**config.mk**
```make
export PLATFORM = sky130hd
export DESIGN_NAME = ras_pred_fifo
export DESIGN_NICKNAME = d
export VERILOG_FILES = /design/src/rtl/ras_checker_pkg.sv /design/src/rtl/ras_checker_pred_fifo.sv
export SDC_FILE = /design/constraint.sdc
export NUM_CORES = 1
export LEC_CHECK = 0
export BUFFER_PORTS_ARGS = -buffer_cell sky130_fd_sc_hd__buf_2
export CAP_MARGIN = 20
export CORE_ASPECT_RATIO = 0.8
export CORE_UTILIZATION = 36
export DETAILED_ROUTE_END_ITERATION = 8
export PLACE_DENSITY_LB_ADDON = 0.25
export SETUP_SLACK_MARGIN = 0.5
export SYNTH_ARGS = -nofsm -noshare
export SYNTH_HDL_FRONTEND = slang
export SYNTH_SLANG_ARGS = --single-unit
```
**constraint.sdc**
```tcl
create_clock -name s_clk_i -period 6.1 [get_ports s_clk_i]
set_input_delay 1.22 -clock s_clk_i [delete_from_list [all_inputs] [get_ports s_clk_i]]
set_output_delay 1.22 -clock s_clk_i [all_outputs]
set_load 0.1 [all_outputs]
```
**src/rtl/ras_checker_pkg.sv**
```systemverilog
// ---------------------------------------------------------------------------
// ras_checker_pkg
// Shared types and constants for the RAS resolution checker.
//   RAS_ADDR_W      : width of a halfword return address
//   ras_addr_t      : halfword return address
//   ras_chk_state_t : checker FSM states (TRACK / DESYNC / INVAL)
// ---------------------------------------------------------------------------
package ras_checker_pkg;

  localparam int RAS_ADDR_W = 31;

  typedef logic [RAS_ADDR_W-1:0] ras_addr_t;

  typedef enum logic [1:0] {
    TRACK  = 2'd0,
    DESYNC = 2'd1,
    INVAL  = 2'd2
  } ras_chk_state_t;

endpackage

```
**src/rtl/ras_checker_pred_fifo.sv**
```systemverilog
// ---------------------------------------------------------------------------
// ras_pred_fifo
// In-order queue of outstanding RAS predictions.
// Ports:
//   s_clk_i, s_resetn_i : clock, asynchronous active-low reset (pointers only)
//   s_push_i, s_data_i  : enqueue a prediction
//   s_pop_i             : dequeue the head
//   s_clear_i           : empty the queue; dominates push/pop
//   s_head_o            : oldest entry (valid when s_empty_o = 0)
//   s_full_o, s_empty_o : occupancy flags
// Pointers carry one extra wrap bit so full and empty are distinguishable
// without a separate counter.
// ---------------------------------------------------------------------------
module ras_pred_fifo
  import ras_checker_pkg::*;
#(
  parameter int DEPTH = 4
) (
  input  logic      s_clk_i,
  input  logic      s_resetn_i,
  input  logic      s_push_i,
  input  ras_addr_t s_data_i,
  input  logic      s_pop_i,
  input  logic      s_clear_i,
  output ras_addr_t s_head_o,
  output logic      s_full_o,
  output logic      s_empty_o
);

  localparam int IW = $clog2(DEPTH);
  localparam int PW = IW + 1;

  logic [PW-1:0] wr_ptr_q, wr_ptr_d;
  logic [PW-1:0] rd_ptr_q, rd_ptr_d;
  logic          do_push;
  logic          do_pop;
  ras_addr_t     entries [DEPTH];

  assign s_empty_o = (wr_ptr_q == rd_ptr_q);
  assign s_full_o  = (wr_ptr_q[PW-1] != rd_ptr_q[PW-1]) &&
                     (wr_ptr_q[IW-1:0] == rd_ptr_q[IW-1:0]);

  // A push into a full queue is accepted only when the head leaves at the
  // same edge; the slot being written is then the one being vacated.
  assign do_pop  = s_pop_i && !s_empty_o;
  assign do_push = s_push_i && (!s_full_o || do_pop);

  always_comb begin
    wr_ptr_d = wr_ptr_q;
    rd_ptr_d = rd_ptr_q;
    if (s_clear_i) begin
      rd_ptr_d = wr_ptr_q;
    end else begin
      if (do_push) wr_ptr_d = wr_ptr_q + PW'(1);
      if (do_pop)  rd_ptr_d = rd_ptr_q + PW'(1);
    end
  end

  always_ff @(posedge s_clk_i or negedge s_resetn_i) begin
    if (!s_resetn_i) begin
      wr_ptr_q <= '0;
      rd_ptr_q <= '0;
    end else begin
      wr_ptr_q <= wr_ptr_d;
      rd_ptr_q <= rd_ptr_d;
    end
  end

  // One independent register per entry; contents need no reset because the
  // pointers define which entries are meaningful.
  for (genvar gi = 0; gi < DEPTH; gi++) begin : g_entry
    ras_addr_t entry_q;
    logic      wr_en;

    assign wr_en = do_push && !s_clear_i && (wr_ptr_q[IW-1:0] == IW'(gi));

    always_ff @(posedge s_clk_i) begin
      if (wr_en) entry_q <= s_data_i;
    end

    assign entries[gi] = entry_q;
  end

  assign s_head_o = entries[rd_ptr_q[IW-1:0]];

endmodule

```
==> flow_summary.yaml, run 1 <==
outcome:
  status: "completed"
clocking:
  cts_buffer_depth: 2
  worstSkewPairLatency_ns: 0.40
  hold_buffers: 0
  clk_pin_slew_ns: 0.06
  h-tree-depth: 4
  cts_resized: 0
  postCtsSetupBuffers: 0
  numCtsBuffers: 17
  clock_tree.root_cell: "clkbuf_16"
  clock-sinks: 130
  cts_tree: "done"
placed_design:
  gp_congestion: 0.708
  port_buffers: 68
  dpl.cell_count: 463
  dp_hpwl_um: 5440
sta:
  setup_viol: 0
  finalHoldViolCount: 0
  fmaxAchievable_ghz: 0.274
  maxSlewViolCount: 0
  rsz0062_at_grt: "false"
  period_needed_ns: 3.65
  worst_pin_slew_ns: 0.939
  finClkSkew_ns: 0.00726
  setup_tns_ns: 0
  slew_headroom_pct: 37.4
  finalCritPeriodShare_pct: 59.9
routing:
  vias_per_cell: 4.85
  wl_per_cell_um: 18.7
  drt_wl_total_um: 9290
  dr.first_iter.drc_count: 204
  drc_errors: 0
  vias: 2405
  first_pass_iters: 4
  ant_nets: 0
grt:
  grt_pass1_wl_um: 14200
  grt_max_degree: 37
  antenna_found_initial: 0
  grt_overflow: 0
  grt_pass1_vias: 2500
  gr-usage-all-layers_pct: 14.0
logic_synthesis:
  yosysWarningCount: 0
  syn_area_per_cell_um2: 22.5
  yosysTopAreaCell: "edfxtp_1"
  synthArstFlopShare_pct: 4.62
  synth-edff-count: 124
  netlist_top_cells_count: "edfxtp_1 (124), mux4_2 (31), inv_1 (7), dfrtp_1 (6)"
  syn_area_mm2: 0.00505
  synth-seq-cells: 130
  ys_seq_area_share_pct: 76.7
  synthFlopType: "edfxtp_1"
  synth_cell_types: 31
  syn-num-nets: 265
  synth_area_leaders: "edfxtp_1 (74%), mux4_2 (14%), dfrtp_1 (3.0%)"
  yosysMostFrequentCell: "edfxtp_1"
  syn_inst: 224
  yosys.area.top_type_share_pct: 73.7
cells_and_area:
  syn2layout_area_growth_pct: 21.3
  regArea_mm2: 0.00388
  layoutNonFillerInstCount: 496
  fillCellCount: 1181
  final_nets: 343
  post-route-util_pct: 44.9
  drive_gt1_share_pct: 45.1
  multiInputGateArea_mm2: 0.00110
die:
  num_io_pins: 69
  core_mm2: 0.0136
  fp.dieArea_mm2: 0.0145
  die_w_um: 134
  die_h_um: 108
  num_rows: 38
  initial_core_util_pct: 37.0
critical_path:
  cp-start-kind: "register"
  path_cells: "buf_4 > mux4_2 > buf_2"
  arrival_ns: 2.43
  critical_path_class: "reg2out"
  reg2reg_from: "rd_ptr_q[0]"
  cp.required_ns: 4.88
  path_max_fanout: 28
  cp-end-kind: "output pin"
  critPathTopFamily: "buffers and inverters"
  critPathMaxStageDelay_ns: 0.61
  critPathLaunch: "rd_ptr_q[0]"
  critPathSlowestCell: "mux4_2"
  path_buf_inv: 2
worst_hold_path:
  holdCritPathClass: "in2async"
flow_run:
  cap_violations: 0
-- worst register-to-register path: cells and delay by family, from the launching register on --
family / cells / cell delay (ns)
and+or+nand+nor: 1 / 0.80
buffers and inverters: 1 / 0.55
DFF: 1 / 0.55
xor gates and xnor gates: 1 / 0.24
AOI/OAI and AO/OA: 1 / 0.33
-- cell families (layout without fill, tap and decap cells) --
family                   count (synthesis)  count (layout)  share of synthesized area [%]
other                                    0               1                              0
flip-flops                             130             130                           76.7
buffers and inverters                   17             108                           1.54
multiplexers                            32              32                           14.1
XOR/XNOR                                 7               7                           1.66
adder cells (fa/ha/maj)                  5               5                           1.24
AND/OR/NAND/NOR                         22              22                           2.63
AO/OA/AOI/OAI                           11              11                           2.11
-- cells in the final DEF, fill, tap and decap left out, types with 2 or more instances in the layout --
master,count
nor2_1,3
nand4_1,3
ha_1,5
inv_1,7
clkbuf_16,17
xnor2_1,2
dfrtp_2,2
edfxtp_1,124
xor2_1,2
nor2b_1,3
clkinv_2,3
nand2_1,3
buf_2,68
mux4_2,31
xnor2_2,2
clkinv_1,2
o31ai_1,2
o311ai_0,3
clkinvlp_4,5
and2_2,4
clkinv_4,2
nand3_1,2
dfrtp_1,4
-- metrics by stage --
stage	setup WS, ns	area [um^2]	hold WS (ns)
finish	2.45	6130	0.635
global route	2.23	6120	0.632
CTS	2.35	6120	0.627
detailed placement	2.80	5580	0.720
global placement	2.82	5580	0.694
floorplan	2.72	5050	0.642
-- layer usage --
metal | global-route usage (%) | vias to the layer above | share of wire, % | routed length (um)
li1 | - | 1095 | - | -
met5 | 0 | - | 0 | 0
met4 | 6.74 | 0 | 1.3 | 124
met3 | 4.83 | 11 | 6.5 | 599
met1 | 17.6 | 1225 | 45 | 4160
met2 | 21.8 | 74 | 47 | 4400
-- layout make-up --
class / instances / area share [%]
inverter: 7 / 0.429
timing repair buffer: 69 / 5.68
multi-input combinational: 77 / 18.0
clock buffer: 18 / 7.00
sequential: 130 / 63.3
tap: 180 / 3.68
clock inverter: 14 / 1.90
antenna: 1 / 0.0408
-- sequential cells by signal (all words and copies together) (netlist names) --
register and cells:
rd_ptr_q 3, g_entry.entry_q 124, wr_ptr_q 3
-- path summary, 6_finish.rpt --
path                                           to  slack, ns  cells after the start
max in group asynchronous             rd_ptr_q[0]       5.29                      1
min reg2reg                           rd_ptr_q[1]       0.71                      2
min                                   rd_ptr_q[2]       0.64                      1
max                                  s_head_o[18]       2.45                      3
max reg2reg                g_entry[3].entry_q[12]       3.25                      4
min in group s_clk_i                  rd_ptr_q[1]       0.71                      2
Power of run 1 is left out: the tool's default activity adds up to more than one toggle a clock period on the data nets, which glitch-free logic cannot reach.
==> run 2: changes to the inputs <==
- clock period: 6.1 -> 3.7 ns (I/O delays scaled with it)
==> flow_summary.yaml, run 2 (synthesized netlist as in run 1, its figures left out) <==
routing:
  vias: 2418
  ant_nets: 0
  first_pass_iters: 4
  drt_wl_total_um: 9260
  dr.first_iter.drc_count: 104
  drc_errors: 0
  wl_per_cell_um: 18.5
  vias_per_cell: 4.84
die:
  initial_core_util_pct: 37.0
  core_mm2: 0.0136
  die_w_um: 134
  num_rows: 38
  num_io_pins: 69
  die_h_um: 108
  fp.dieArea_mm2: 0.0145
clocking:
  hold_buffers: 0
  numCtsBuffers: 17
  cts_tree: "done"
  worstSkewPairLatency_ns: 0.41
  cts_resized: 0
  cts_buffer_depth: 2
  h-tree-depth: 4
  clock_tree.root_cell: "clkbuf_16"
  clk_pin_slew_ns: 0.06
  postCtsSetupBuffers: 0
  clock-sinks: 130
outcome:
  status: "completed"
sta:
  period_needed_ns: 2.98
  finClkSkew_ns: 0.00869
  rsz0062_at_grt: "false"
  maxSlewViolCount: 0
  finalCritPeriodShare_pct: 80.5
  finalHoldViolCount: 0
  fmaxAchievable_ghz: 0.336
  worst_pin_slew_ns: 0.526
  slew_headroom_pct: 64.9
  setup_viol: 0
  setup_tns_ns: 0
grt:
  grt_overflow: 0
  grt_pass1_vias: 2581
  grt_max_degree: 26
  grt_pass1_wl_um: 14600
  antenna_found_initial: 1
  gr-usage-all-layers_pct: 14.2
cells_and_area:
  final_common_cell: "edfxtp_1"
  drive_gt1_share_pct: 45.8
  final_cell_mix: "edfxtp_1 (124), buf_2 (68), mux4_2 (31), clkbuf_16 (17), inv_1 (7)"
  largest-register: "g_entry.entry_q"
  reg_top3: "g_entry.entry_q x124, rd_ptr_q x3, wr_ptr_q x3"
  largest_register_ffs: 124
  final_nets: 348
  fin_area_mm2: 0.00617
  layoutNonFillerInstCount: 500
  syn2layout_area_growth_pct: 22.2
  fillCellCount: 1174
  post-route-util_pct: 45.2
critical_path:
  reg2reg_slack_ns: 1.26
  path_buf_inv: 2
  path_max_fanout: 25
  arrival_ns: 2.24
  path_cells: "buf_12 > mux4_2 > buf_2"
  critPathSlowestCell: "dfrtp_2"
  critPathTopFamily: "flip-flops"
  cp-end-kind: "output pin"
  cp-start-kind: "register"
  cp.required_ns: 2.96
  critPathMaxStageDelay_ns: 0.64
  critical_path_class: "reg2out"
placed_design:
  port_buffers: 68
  dp_hpwl_um: 5830
  dpl.cell_count: 468
  gp_congestion: 0.673
  placedInstanceArea_mm2: 0.00563
worst_hold_path:
  holdCritPathClass: "in2async"
flow_run:
  cap_violations: 0
run 2: final cells by class:
cell class | count | area, um^2 | area share (%)
Tap cell | 180 | 225 | 3.65
Multi-Input combinational cell | 77 | 1100 | 17.9
Timing Repair Buffer | 74 | 398 | 6.45
Sequential cell | 130 | 3880 | 62.8
Antenna cell | 1 | 2.50 | 0.0405
Clock inverter | 13 | 113 | 1.82
Clock buffer | 18 | 429 | 6.95
Inverter | 7 | 26.3 | 0.426
run 2: worst paths after layout:
check                                 start                     end  cells past startpoint
worst max-delay path            rd_ptr_q[0]            s_head_o[13]                      3
worst min-delay path             s_resetn_i             wr_ptr_q[2]                      1
worst max register to register  rd_ptr_q[1]  g_entry[0].entry_q[17]                      4
worst min register to register  wr_ptr_q[1]             rd_ptr_q[1]                      2
max in group asynchronous        s_resetn_i             rd_ptr_q[0]                      1
min in group s_clk_i            s_data_i[5]   g_entry[3].entry_q[5]                      1
run 2: worst register-to-register path, cell delays in order, from the launching register on:
cell	delay, ns
dfrtp_2	0.68
xnor2_2	0.23
a41oi_4	0.33
and2_2	0.53
buf_4	0.36
run 2: through the flow:
| step | hold WS (ns) | setup slack [ns] |
|---|---|---|
| 2_1_floorplan | 0.444 | 0.796 |
| 3_3_place_gp | 0.587 | 1.08 |
| 3_5_place_dp | 0.582 | 1.04 |
| 4_1_cts | 0.141 | 0.661 |
| 5_1_grt | 0.144 | 0.589 |
| 6_report | 0.152 | 0.722 |
run 2: layer usage:
| metal | track usage (%) | share of wire [%] | up-vias |
|---|---|---|---|
| li1 | - | - | 1099 |
| met1 | 18.7 | 47 | 1238 |
| met2 | 20.9 | 45 | 65 |
| met3 | 6.09 | 6.5 | 16 |
| met4 | 5.54 | 1.3 | 0 |
| met5 | 0 | 0 | - |
Power of run 2 is left out for the same reason.
==> run 3: changes to the inputs <==
- ABC_AREA: not set -> 1
- clock period: 3.7 -> 2.71 ns (I/O delays scaled with it)
==> flow_summary.yaml, run 3 <==
die:
  fp.dieArea_mm2: 0.0145
  die_h_um: 108
  num_rows: 38
  core_mm2: 0.0136
  die_w_um: 134
  num_io_pins: 69
  initial_core_util_pct: 37.0
logic_synthesis:
  netlist_top_cells_count: "edfxtp_1 (124), nor2_1 (68), o21ai_0 (65), o22ai_1 (31), nand2_1 (24)"
  synth-edff-count: 124
  synthArstFlopShare_pct: 4.62
  yosysMostFrequentCell: "edfxtp_1"
  ys_seq_area_share_pct: 76.9
  yosysTopAreaCell: "edfxtp_1"
  synth-seq-cells: 130
  syn_inst: 372
  syn_area_per_cell_um2: 13.5
  synth_area_leaders: "edfxtp_1 (74%), o21ai_0 (6.5%), nor2_1 (5.1%)"
  yosys.area.top_type_share_pct: 73.9
  synthFlopType: "edfxtp_1"
  syn_area_mm2: 0.00504
  syn-num-nets: 413
  synth_cell_types: 19
  yosysWarningCount: 0
routing:
  dr.first_iter.drc_count: 182
  vias: 3257
  drt_wl_total_um: 11800
  wl_met1_um: 5390
  drc_errors: 0
  vias_per_cell: 4.93
  dr_wl_met3_um: 494
  ant_nets: 0
  dr_wl_met2_um: 5770
  first_pass_iters: 4
  wl_per_cell_um: 17.8
  top_layer: "met4"
placed_design:
  gp_congestion: 0.739
  placedInstanceArea_mm2: 0.00615
  dp_hpwl_um: 6570
  port_buffers: 68
  dpl.cell_count: 616
cells_and_area:
  fillCellCount: 1100
  layoutNonFillerInstCount: 660
  reg_top3: "g_entry.entry_q x124, rd_ptr_q x3, wr_ptr_q x3"
  fin_area_mm2: 0.00758
  largest-register: "g_entry.entry_q"
  final_nets: 507
  drive_gt1_share_pct: 40.5
  syn2layout_area_growth_pct: 50.4
  final_cell_mix: "edfxtp_1 (124), o21ai_1 (48), nor2_1 (40), buf_2 (35), buf_12 (35)"
  final_common_cell: "edfxtp_1"
  largest_register_ffs: 124
sta:
  setup_viol: 0
  finClkSkew_ns: 0.0110
  worst_pin_slew_ns: 0.352
  finalHoldViolCount: 0
  fmaxAchievable_ghz: 0.434
  period_needed_ns: 2.30
  rsz0062_at_grt: "true"
  finalCritPeriodShare_pct: 85.0
  setup_tns_ns: 0
  maxSlewViolCount: 0
  slew_headroom_pct: 76.3
flow_run:
  cap_violations: 0
critical_path:
  path_max_fanout: 17
  cp-start-kind: "register"
  reg2reg_to: "g_entry[1].entry_q[10]"
  reg2reg_slack_ns: 0.58
  reg2reg_from: "rd_ptr_q[0]"
  cp-end-kind: "output pin"
  arrival_ns: 1.76
  cp.required_ns: 2.17
  r2r_cells: 9
  critical_path_class: "reg2out"
clocking:
  clock_tree.root_cell: "clkbuf_16"
  worstSkewPairLatency_ns: 0.41
  numCtsBuffers: 17
  cts_tree: "done"
  h-tree-depth: 4
  clock-sinks: 130
  clk_pin_slew_ns: 0.06
  cts_buffer_depth: 2
grt:
  grt_max_degree: 34
  antenna_found_initial: 1
  gr-usage-all-layers_pct: 17.2
  grt_pass1_wl_um: 18100
  grt_overflow: 0
  grt_pass1_vias: 3370
worst_hold_path:
  hold_path_startpoint: "s_data_i[1]"
  holdCritPathClass: "in2reg"
  worstHoldPathCells: 1
  hold_path_end: "g_entry[0].entry_q[1]"
outcome:
  status: "completed"
-- run 3: cell count changes after synthesis, sizes merged, moves of 7 or more --
cell / change
mux4: -31
o22ai: +31
nor2: +65
clkbuf: +11
nand2: +25
inv: +7
o21ai: +64
-- run 3: cell families after synthesis --
family          share of synthesized area, %
compound gates                          10.3
xor+xnor                               0.348
fa+ha+maj                               1.24
buf+inv                                 2.66
flops                                   76.9
simple gates                            8.52
-- run 3: per-stage QoR --
stage	hold WS [ns]	worst slack [ns]	util [%]
2_1_floorplan	0.246	0.0628	-
3_3_place_gp	0.384	0.535	45.2
3_5_place_dp	0.379	0.488	45.2
4_1_cts	0.330	0.425	54.4
5_1_grt	0.333	0.347	55.7
6_report	0.344	0.408	55.7
-- run 3: repair_timing --
| action | CTS | global route |
|---|---|---|
| hold buffers | 1 | 0 |
| gates cloned | 2 | 3 |
| gates resized for setup | 167 | 56 |
| hold endpoints to repair | 6 | 0 |
| setup endpoints to repair | 33 | 33 |
| pin swaps | 0 | 3 |
| buffers inserted | 4 | 1 |
-- run 3: how the worst max path moves through the flow --
stage,startpoint,end,cells past startpoint
after floorplan,rd_ptr_q[0],g_entry[0].entry_q[0],6
after detailed placement,rd_ptr_q[0],s_head_o[9],5
after CTS,rd_ptr_q[0],s_head_o[17],4
final,rd_ptr_q[0],s_head_o[0],4
after global routing,rd_ptr_q[0],s_head_o[20],5
after global placement,rd_ptr_q[0],s_head_o[2],5
-- run 3: critical path, stage by stage (launching register included) --
cell     delay, ns
dfrtp_2       0.52
buf_12        0.21
o21ai_0       0.13
o22ai_2       0.28
buf_12        0.21
-- run 3: metal layers --
| layer | GRT usage [%] | vias to the layer above |
|---|---|---|
| met5 | 0 | - |
| met4 | 5.86 | 0 |
| met3 | 5.04 | 13 |
| met2 | 28.4 | 69 |
| met1 | 21.5 | 1619 |
| li1 | - | 1556 |
-- run 3: area by class of cell --
type,instances,area (um^2),share of cell area [%]
Antenna cell,1,2.50,0.0330
Tap cell,180,225,2.97
Multi-Input combinational cell,209,1620,21.4
Clock buffer,17,425,5.62
Clock inverter,15,190,2.51
Inverter,14,60.1,0.793
Sequential cell,130,3870,51.1
Timing Repair Buffer,94,1180,15.5
Power of run 3 is left out for the same reason.
